File: config.mk
export PLATFORM = sky130hd
export DESIGN_NAME = shift_add_multiplier
export DESIGN_NICKNAME = d
export VERILOG_FILES = /design/src/rtl/shift_add_multiplier.sv
export SDC_FILE = /design/constraint.sdc
export NUM_CORES = 1
export LEC_CHECK = 0
export ABC_AREA = 0
export CORE_MARGIN = 2
export CORE_UTILIZATION = 52
export CTS_CLUSTER_SIZE = 30
export DETAILED_ROUTE_END_ITERATION = 8
export PLACE_DENSITY = 0.77
export SKIP_CTS_REPAIR_TIMING = 1
export SLEW_MARGIN = 10
export SYNTH_ARGS = -nofsm -noshare
export SYNTH_HDL_FRONTEND = slang
export SYNTH_SLANG_ARGS = --single-unit
File: constraint.sdc
create_clock -name clk -period 4.2 [get_ports clk]
set_input_delay 0.42 -clock clk [delete_from_list [all_inputs] [get_ports clk]]
set_output_delay 0.42 -clock clk [all_outputs]
set_load 0.005 [all_outputs]
File: src/rtl/shift_add_multiplier.sv
// Sequential unsigned shift-and-add multiplier.
// Each RUN cycle adds the multiplicand shifted left by the current bit index
// into the accumulator when the matching multiplier bit is set. Latency is a
// fixed WIDTH cycles. A new operation may start in the DONE cycle.
module shift_add_multiplier #(
   parameter int WIDTH = 16
) (
   input  logic                 clk,
   input  logic                 rst,
   input  logic                 start,
   input  logic [WIDTH-1:0]     multiplicand,
   input  logic [WIDTH-1:0]     multiplier,
   output logic                 busy,
   output logic                 done,
   output logic [2*WIDTH-1:0]   product
);

   localparam int IDX_W = $clog2(WIDTH) + 1;

   localparam logic [1:0] IDLE = 2'd0;
   localparam logic [1:0] RUN  = 2'd1;
   localparam logic [1:0] DONE = 2'd2;

   localparam logic [IDX_W-1:0] LAST_IDX = IDX_W'(WIDTH - 1);
   localparam logic [IDX_W-1:0] IDX_ONE  = IDX_W'(1);

   logic [1:0]           state_reg,   state_next;
   logic [2*WIDTH-1:0]   a_ext_reg,   a_ext_next;
   logic [WIDTH-1:0]     b_reg,       b_next;
   logic [2*WIDTH-1:0]   acc_reg,     acc_next;
   logic [IDX_W-1:0]     index_reg,   index_next;
   logic [2*WIDTH-1:0]   product_reg, product_next;

   logic [2*WIDTH-1:0]   shifted_a;
   logic [2*WIDTH-1:0]   partial;
   logic [2*WIDTH-1:0]   acc_sum;
   logic                 cur_bit;

   // The top index bit is only set once the counter would run past the
   // operand, which never happens inside RUN, so the low bits select B.
   assign cur_bit   = b_reg[index_reg[IDX_W-2:0]];
   assign shifted_a = a_ext_reg << index_reg;
   assign partial   = cur_bit ? shifted_a : '0;
   assign acc_sum   = acc_reg + partial;

   assign busy    = (state_reg == RUN);
   assign done    = (state_reg == DONE);
   assign product = product_reg;

   // Next-state and datapath update selection for the three-state controller
   always_comb begin
      state_next   = state_reg;
      a_ext_next   = a_ext_reg;
      b_next       = b_reg;
      acc_next     = acc_reg;
      index_next   = index_reg;
      product_next = product_reg;
      case (state_reg)
         IDLE: begin
            if (start) begin
               state_next = RUN;
               a_ext_next = {{WIDTH{1'b0}}, multiplicand};
               b_next     = multiplier;
               acc_next   = '0;
               index_next = '0;
            end
         end
         RUN: begin
            acc_next   = acc_sum;
            index_next = index_reg + IDX_ONE;
            if (index_reg == LAST_IDX) begin
               // Final partial product goes straight into the result so the
               // product is valid in the same cycle done is raised.
               state_next   = DONE;
               product_next = acc_sum;
            end
         end
         DONE: begin
            if (start) begin
               state_next = RUN;
               a_ext_next = {{WIDTH{1'b0}}, multiplicand};
               b_next     = multiplier;
               acc_next   = '0;
               index_next = '0;
            end else begin
               state_next = IDLE;
            end
         end
         default: state_next = IDLE;
      endcase
   end

   // State and datapath registers; reset wins over any start request
   always_ff @(posedge clk) begin
      if (rst) begin
         state_reg   <= IDLE;
         a_ext_reg   <= '0;
         b_reg       <= '0;
         acc_reg     <= '0;
         index_reg   <= '0;
         product_reg <= '0;
      end else begin
         state_reg   <= state_next;
         a_ext_reg   <= a_ext_next;
         b_reg       <= b_next;
         acc_reg     <= acc_next;
         index_reg   <= index_next;
         product_reg <= product_next;
      end
   end

endmodule

==> metrics.csv, run 1 <==
stage,metric,value,unit
hold_path,hold depth,2,
floorplanning,die height,115,um
worst_setup_path,cell count of the worst reg-to-reg path,18,
place,dpl ws,-0.200,ns
global_routing,total track usage,28.5,%
route,DRC Markers,0,
logic_synthesis,Post-Syn Nets,890,
worst_setup_path,CP required,4.45,ns
logic_synthesis,ys flop type,dfxtp_1,
clock_tree,CTS Root Cell,clkbuf_16,
floorplanning,site row count,40,
finish,Final Util,68.7,%
route,vias,6336,
sta,Max-slew headroom,25.4,%
sta,final worst path period share,98.4,%
worst_setup_path,reg2reg start,index_reg[1],
flow_run,# Max-Cap Violations,0,
clock_tree,CTS tree,yes,
global_routing,first-pass GRT wire length,29.8,mm
place,# placed instances,1063,
clock_tree,Num Clock Sinks,103,
finish,layout cells sized above 1,17.9,%
logic_synthesis,"Avg Cell Area, Syn",7.76,um2
sta,"Slew Viols, Final",0,
power,Power Total,2.22,mW
floorplanning,Core Footprint,0.0120,mm2
logic_synthesis,Yosys reg bits,103,
worst_setup_path,Critical Path Sink Type,flip-flop,
worst_setup_path,Critical Path Fanout Max,11,
sta,clk_skew,0.00952,ns
power,worst vdd ir,0.000197,V
sta,Final min period,4.13,ns
status,status,"complete, no violations",
worst_setup_path,Critical Path AT,4.38,ns
hold_path,Min-Delay Startpoint,product[1],
clock_tree,TritonCTS buffer count,9,
logic_synthesis,"area leader, netlist",dfxtp_1,
worst_setup_path,critical path launch point type,flip-flop,
logic_synthesis,most frequent cell after synthesis,nand2_1,
worst_setup_path,r2r setup slk,0.07,ns
route,routed wire length,18.6,mm
sta,hold_ws,0.454,ns
finish,register area,0.00207,mm2
logic_synthesis,Cells after Synth,821,
route,Initial DRT Pass Iterations,8,
worst_setup_path,r2r endpoint,acc_reg[29],
finish,Post-Layout Cell Count,1083,
global_routing,vias in the first global route,6085,
hold_path,Hold WC Path Type,reg -> reg,
worst_setup_path,worst setup path class,reg -> reg,
power,power density of the placed cells,270,mW/mm2
floorplanning,Top Ports,69,
sta,"Hold Vio Cnt, Final",0,
global_routing,GR Overflow Total,0,
place,hpwl dp,13.6,mm
floorplanning,Initial Utilization,53.1,%
sta,worst slew pin tran,1.12,ns
sta,Finish-stage setup viols,0,
finish,P&R area growth vs syn,29.4,%
hold_path,Hold EP,product[1],
sta,RSZ-0062 raised after global routing,true,
logic_synthesis,Synth top cells by count,"nand2_1, a21oi_1, dfxtp_1",
power,leak pwr,3.29,nW
logic_synthesis,Post-synth EDFFs,0,
global_routing,largest net degree at the start of global routing,47,
finish,Fillers,1020,
logic_synthesis,Synth top area share,32.4,%
finish,# diodes,0,
floorplanning,die width,115,um
clock_tree,deepest clock path buffer count,2,
place,GPL Wtd Cong,0.931,
clock_tree,clk_lat worst skew,0.36,ns
finish,# nets final,1001,
logic_synthesis,largest cells by area after synthesis,"dfxtp_1, nand2_1, a21oi_1, ha_1, nor2_1",
finish,area occupied by multi-input gates,0.00422,mm2
place,Port Buffer Count,68,
logic_synthesis,"Async S/R FF share, synth",0,%
sta,setup ws final,0.0676,ns
floorplanning,die area,0.0132,mm2
clock_tree,H-Tree Level Count,3,
clock_tree,"CTS clk-pin slew, worst paths",0.07,ns
route,Avg WL per Cell,17.2,um
route,antenna-violating nets left,0,
logic_synthesis,synth unique cells,61,
route,initial drt markers,455,
logic_synthesis,total number of yosys warnings,0,
sta,fmax,0.242,GHz
logic_synthesis,Post-Syn Area,0.00637,mm2
route,routed vias/inst,5.85,
logic_synthesis,"Seq/Total Area, Yosys",32.4,%
global_routing,initial antenna violation count,0,
[cell type report]
cell class                      instances  area share [%]
Clock buffer                            9            2.73
Multi-Input combinational cell        647            51.2
Tap cell                              147            2.23
Inverter                               16           0.774
Sequential cell                       103            25.1
Timing Repair Buffer                  155            16.8
Clock inverter                          6            1.14
[where the power goes]
part	leakage [nW]	internal, mW	total (mW)	switching, mW
logic	2.30	0.128	0.285	0.156
registers	0.836	0.997	1.02	0.0226
clock network	0.153	0.525	0.919	0.394
[through the flow]
stage | TNS [ns] | cell area, um2
floorplan | 0 | 6380
CTS | -3.97 | 7970
global placement | -0.476 | 7650
detailed placement | -2.47 | 7650
finish | 0 | 8250
global route | -0.429 | 8250
[how the worst max path moves through the flow]
stage,start,to,slack (ns),cells after the start
2_1_floorplan,index_reg[0],acc_reg[30],0.03,18
3_3_place_gp,index_reg[0],product[28],-0.1,16
3_5_place_dp,index_reg[0],acc_reg[31],-0.20,17
4_1_cts,index_reg[0],acc_reg[31],-0.24,17
5_1_grt,index_reg[2],product[28],-0.08,16
6_report,index_reg[1],acc_reg[29],0.07,18
[layout by cell type, fill, tap and decap left out, types with 4 or more instances in the layout]
cell	instances
a22oi_1	19
nor2b_1	8
buf_4	80
nor3_1	8
o21ai_0	22
ha_1	32
xor2_1	8
clkbuf_16	10
a21oi_1	102
buf_6	4
a31oi_1	5
nand4_1	7
or3_1	4
o22ai_1	6
a21oi_2	5
a21o_1	6
o21a_1	5
nor2_1	80
mux2i_1	21
nand3_1	13
mux2_2	7
a22o_1	14
o22a_1	7
clkdlybuf4s50_1	67
xnor2_1	19
o21ai_2	4
o21bai_1	6
nand2b_1	4
nand2_1	154
inv_1	15
and3_1	8
mux4_2	10
dfxtp_1	101
[routing by layer]
layer	up-vias	wire, um	global-route usage (%)
li1	3134	-	-
met1	2961	8450	37.9
met2	196	8860	47.5
met3	45	777	3.23
met4	0	528	11.6
met5	-	0	0
[critical path, cell delays in order, from the launching register on]
cell and delay [ns]:
dfxtp_4 0.38, buf_12 0.14, mux2_2 0.35, o21ai_0 0.28
nor2_1 0.08, nor2_1 0.17, nor2_1 0.05, a21oi_1 0.26
nor2_1 0.11, ha_1 0.37, nand2_1 0.10, nor2_1 0.20
nand4_1 0.26, nand3_1 0.20, nand4_1 0.24, o21ba_2 0.31
o21ai_0 0.21, xnor2_1 0.10, a22o_1 0.20
[kinds of logic after synthesis]
group	after synthesis	share of synthesized area, %
compound gates	232	23.0
mux	40	8.38
buf+inv	71	4.36
fa+ha+maj	34	6.79
simple gates	311	21.0
flops	103	32.4
xor+xnor	30	4.12
Power figures use the tool's default switching activity.
==> run 2: changes to the inputs <==
CORE_UTILIZATION = 57   (was 52)
PLACE_DENSITY = unset   (was 0.77)
PLACE_DENSITY_LB_ADDON = 0.25   (was unset)
clock period = 4.1 ns   (was 4.2 ns; I/O delays follow)
==> metrics.csv, run 2 (synthesis gave the netlist of run 1 again) <==
stage,metric,value,unit,change
status,status,"complete, no violations",,
sta,RSZ-0062 raised after global routing,true,,
sta,final worst path period share,99.6,%,+1.2 points
floorplanning,die height,110,um,-4.3%
sta,Finish-stage setup viols,0,,unchanged
worst_setup_path,Critical Path Fanout Max,7,,-4
place,hpwl dp,14.1,mm,+3.2%
clock_tree,clk_lat worst skew,0.39,ns,+0.03 ns
clock_tree,H-Tree Level Count,3,,unchanged
route,Avg WL per Cell,17.6,um,+2.6%
global_routing,largest net degree at the start of global routing,53,,+13%
route,antenna-violating nets left,0,,unchanged
sta,clk_skew,0.0162,ns,+0.00666 ns
finish,"commonest non-fill, non-tap cell in the layout",nand2_1,,
power,leak pwr,3.34,nW,+1.6%
route,routed wire length,19.4,mm,+4.4%
worst_setup_path,CP required,4.39,ns,-0.06 ns
global_routing,first-pass GRT wire length,30.0,mm,+0.86%
power,power density of the placed cells,241,mW/mm2,-11%
global_routing,GR Overflow Total,0,,unchanged
floorplanning,die width,110,um,-4.3%
worst_setup_path,Critical Path Sink Type,flip-flop,,
finish,# nets final,1028,,+2.7%
finish,layout cells sized above 1,22.1,%,+4.2 points
floorplanning,Top Ports,69,,unchanged
sta,fmax,0.245,GHz,+1.2%
global_routing,vias in the first global route,6248,,+2.7%
floorplanning,Initial Utilization,58.5,%,+5.5 points
clock_tree,Num Clock Sinks,103,,unchanged
finish,Final Util,77.8,%,+9.1 points
sta,hold_ws,0.457,ns,+0.00305 ns
place,# placed instances,1079,,+1.5%
finish,Post-Layout Cell Count,1102,,+1.8%
worst_setup_path,critical path launch point type,flip-flop,,
global_routing,total track usage,31.9,%,+3.4 points
clock_tree,deepest clock path buffer count,2,,unchanged
power,worst vdd ir,0.000284,V,+44%
finish,most frequent cells in the layout,"nand2_1, buf_4, dfxtp_1, a21oi_1, nor2_1",,
clock_tree,TritonCTS buffer count,9,,unchanged
clock_tree,CTS tree,yes,,
place,Port Buffer Count,68,,unchanged
route,initial drt markers,597,,+31%
route,Initial DRT Pass Iterations,6,,-2
route,routed vias/inst,5.98,,+2.2%
floorplanning,site row count,38,,-5.0%
route,DRC Markers,0,,unchanged
floorplanning,die area,0.0120,mm2,-8.5%
power,Power Total,2.04,mW,-8.1%
hold_path,Hold WC Path Type,reg -> reg,,
place,GPL Wtd Cong,0.943,,+1.3%
flow_run,# Max-Cap Violations,0,,unchanged
finish,# diodes,0,,unchanged
worst_setup_path,worst setup path class,reg -> reg,,
worst_setup_path,Critical Path AT,4.37,ns,about the same
finish,Fillers,786,,-23%
global_routing,initial antenna violation count,0,,unchanged
clock_tree,CTS Root Cell,clkbuf_8,,
sta,"Slew Viols, Final",0,,unchanged
finish,P&R area growth vs syn,32.9,%,
route,vias,6586,,+3.9%
sta,Final min period,4.08,ns,-0.0507 ns
floorplanning,Core Footprint,0.0109,mm2,-9.4%
sta,"Hold Vio Cnt, Final",0,,unchanged
clock_tree,"CTS clk-pin slew, worst paths",0.09,ns,+0.02 ns
sta,Max-slew headroom,25.5,%,+0.12 points
sta,worst slew pin tran,1.11,ns,-0.00185 ns
[run 2: final timing paths]
kind                                    from           to  slack [ns]  cells past startpoint
worst max-delay path            index_reg[0]  acc_reg[30]        0.02                     17
worst min-delay path             product[26]  product[26]        0.46                      2
worst max register to register  index_reg[0]  acc_reg[30]        0.02                     17
worst min register to register   product[26]  product[26]        0.46                      2
[run 2: routing by layer]
metal,wire length [um],vias to the layer above,track usage (%)
met3,860,52,5.75
li1,-,3182,-
met5,0,-,0
met4,559,0,13.5
met1,8160,3142,38.9
met2,9840,210,55.2
[run 2: area by class of cell]
| class | instances | area [um2] | share of cell area (%) |
|---|---|---|---|
| multi-input combinational | 647 | 4390 | 51.9 |
| sequential | 103 | 2070 | 24.4 |
| timing repair buffer | 182 | 1580 | 18.6 |
| tap | 140 | 175 | 2.07 |
| clock buffer | 10 | 128 | 1.51 |
| clock inverter | 4 | 72.6 | 0.857 |
| inverter | 16 | 60.1 | 0.709 |
[run 2: metrics by stage]
step	setup slack (ns)	TNS [ns]	area, um2
floorplan	-0.0391	-0.138	6380
global placement	-0.136	-0.273	7820
detailed placement	-0.245	-1.50	7820
CTS	-0.271	-2.50	8020
global route	-0.177	-1.24	8470
finish	0.0183	0	8470
[run 2: critical path, stage by stage (launching register included)]
cell and delay (ns):
dfxtp_2 0.35, buf_12 0.13, mux4_2 0.48, o211ai_1 0.21, and2_4 0.19, or2_4 0.14
nand2b_4 0.15, nor3_4 0.05, fa_2 0.38, a21o_1 0.21, a221oi_4 0.26, o211ai_2 0.18
and2_4 0.18, o22a_1 0.22, a41o_1 0.24, a41oi_2 0.26, xnor2_1 0.12, a22o_1 0.21
[run 2: report_power, final]
group / internal [mW] / total (mW) / switching [mW]
logic: 0.146 / 0.319 / 0.173
registers: 1.02 / 1.04 / 0.0228
clock network: 0.336 / 0.680 / 0.344
==> run 3: changes to the inputs <==
clock period = 4.2 ns   (was 4.1 ns; I/O delays follow)
==> metrics.csv, run 3 (synthesis gave the netlist of run 1 again) <==
stage,metric,value,unit,change
clock_tree,TritonCTS buffer count,9,,unchanged
hold_path,Hold WC Path Type,reg -> reg,,
sta,hold_ws,0.461,ns,+0.00363 ns
worst_setup_path,r2r endpoint,acc_reg[19],,
clock_tree,CTS Root Cell,clkbuf_8,,
finish,fin area,0.00820,mm2,-3.2%
floorplanning,site row count,38,,unchanged
floorplanning,Core Footprint,0.0109,mm2,unchanged
global_routing,initial antenna violation count,0,,unchanged
place,hpwl dp,13.6,mm,-3.0%
floorplanning,die area,0.0120,mm2,unchanged
route,vias,6473,,-1.7%
worst_setup_path,CP required,4.53,ns,+0.14 ns
sta,clk_skew,0.0110,ns,-0.00516 ns
worst_setup_path,reg2reg start,index_reg[0],,
worst_setup_path,cell count of the worst reg-to-reg path,17,,unchanged
power,worst vdd ir,0.000317,V,+11%
clock_tree,Num Clock Sinks,103,,unchanged
floorplanning,die width,110,um,unchanged
worst_setup_path,Worst setup startpoint,index_reg[0],,
power,power density of the placed cells,239,mW/mm2,-1.1%
global_routing,first-pass GRT wire length,28.9,mm,-3.7%
worst_setup_path,worst setup path class,reg -> reg,,
route,antenna-violating nets left,0,,unchanged
floorplanning,Initial Utilization,58.5,%,unchanged
global_routing,GR Overflow Total,0,,unchanged
sta,Max-slew headroom,20.0,%,-5.5 points
sta,fmax,0.244,GHz,-0.51%
route,initial drt markers,567,,-5.0%
route,Avg WL per Cell,17.1,um,-2.7%
place,# placed instances,1048,,-2.9%
worst_setup_path,critical path cell sequence,mux4_2 -> o211ai_1 -> and2_4 -> or2_4 -> buf_6 -> nor3_2 -> ha_1 -> buf_6 -> nand3_2 -> o211ai_1 -> nand4_1 -> and2_4 -> o21ai_2 -> a21oi_2 -> o31a_1 -> or3_1 -> a31oi_1,,
global_routing,largest net degree at the start of global routing,48,,-9.4%
sta,total negative slack,0,ns,unchanged
sta,Final min period,4.10,ns,+0.0211 ns
floorplanning,die height,110,um,unchanged
sta,worst slew pin tran,1.19,ns,+0.0806 ns
place,Post-DP Area,0.00758,mm2,-3.1%
clock_tree,deepest clock path buffer count,2,,unchanged
route,DRC Markers,0,,unchanged
finish,# nets final,1011,,-1.7%
sta,Finish-stage setup viols,0,,unchanged
worst_setup_path,critical path launch point type,flip-flop,,
place,Port Buffer Count,68,,unchanged
finish,P&R area growth vs syn,28.7,%,
finish,# diodes,0,,unchanged
power,leak pwr,3.26,nW,-2.3%
worst_setup_path,Critical Path AT,4.43,ns,+0.06 ns
route,routed wire length,18.6,mm,-4.0%
finish,Post-Layout Cell Count,1087,,-1.4%
clock_tree,"CTS clk-pin slew, worst paths",0.10,ns,about the same
floorplanning,Top Ports,69,,unchanged
finish,most frequent cells in the layout,"nand2_1, a21oi_1, dfxtp_1, buf_4, nor2_1",,
clock_tree,clk_lat worst skew,0.40,ns,about the same
worst_setup_path,CP max-delay cell,mux4_2,,
route,Initial DRT Pass Iterations,5,,-1
sta,"Slew Viols, Final",0,,unchanged
finish,layout cells sized above 1,18.4,%,-3.8 points
global_routing,vias in the first global route,5995,,-4.0%
clock_tree,H-Tree Level Count,3,,unchanged
status,status,"complete, no violations",,
worst_setup_path,Critical Path End,acc_reg[19],,
worst_setup_path,Critical Path Fanout Max,7,,unchanged
finish,"commonest non-fill, non-tap cell in the layout",nand2_1,,
flow_run,# Max-Cap Violations,0,,unchanged
sta,final worst path period share,97.7,%,-1.9 points
sta,"Hold Vio Cnt, Final",0,,unchanged
global_routing,total track usage,30.7,%,-1.3 points
finish,Final Util,75.3,%,-2.5 points
clock_tree,CTS tree,yes,,
place,GPL Wtd Cong,0.986,,+4.5%
worst_setup_path,r2r setup slk,0.1,ns,+0.08 ns
route,routed vias/inst,5.95,,-0.36%
worst_setup_path,Critical Path Sink Type,flip-flop,,
worst_setup_path,crit-path max cell delay,0.51,ns,+0.03 ns
-- run 3: per-stage QoR --
stage	power [mW]	setup WS (ns)
6_report	1.96	0.0973
5_1_grt	2.02	-0.0829
4_1_cts	1.94	-0.332
3_5_place_dp	1.30	-0.270
3_3_place_gp	1.30	-0.157
2_1_floorplan	1.19	0.0289
-- run 3: how the worst min path moves through the flow --
stage | slack (ns) | cells after the start | to | from
finish | 0.46 | 2 | product[6] | product[6]
global route | 0.48 | 2 | product[15] | product[15]
CTS | 0.46 | 2 | product[17] | product[17]
detailed placement | 0.45 | 2 | b_reg[4] | b_reg[4]
global placement | 0.44 | 2 | product[8] | product[8]
floorplan | 0.43 | 2 | acc_reg[13] | acc_reg[13]
-- run 3: layout make-up --
class	instances	area [um2]
Multi-Input combinational cell	647	4230
Fill cell	841	2690
Sequential cell	103	2070
Timing Repair Buffer	165	1460
Tap cell	140	175
Clock buffer	9	124
Clock inverter	7	77.6
Inverter	16	63.8
-- run 3: routing by layer --
metal / share of wire (%) / global-route usage (%) / wire (um)
met5: 0 / 0 / 0
met4: 2.8 / 11.2 / 524
met3: 5.0 / 5.10 / 923
met2: 51 / 54.9 / 9480
met1: 41 / 36.7 / 7710
-- run 3: power breakdown --
part	switching [mW]	total (mW)	internal (mW)
logic	0.157	0.284	0.128
registers	0.0233	1.02	0.997
clock network	0.370	0.652	0.282
total	0.550	1.96	1.41
-- run 3: critical path: cells and delay by family, from the launching register on --
kind / cells / cell delay, ns
compound gates: 6 / 1.22
fa+ha+maj: 1 / 0.37
flops: 1 / 0.43
mux: 1 / 0.51
buf+inv: 2 / 0.24
simple gates: 7 / 1.26
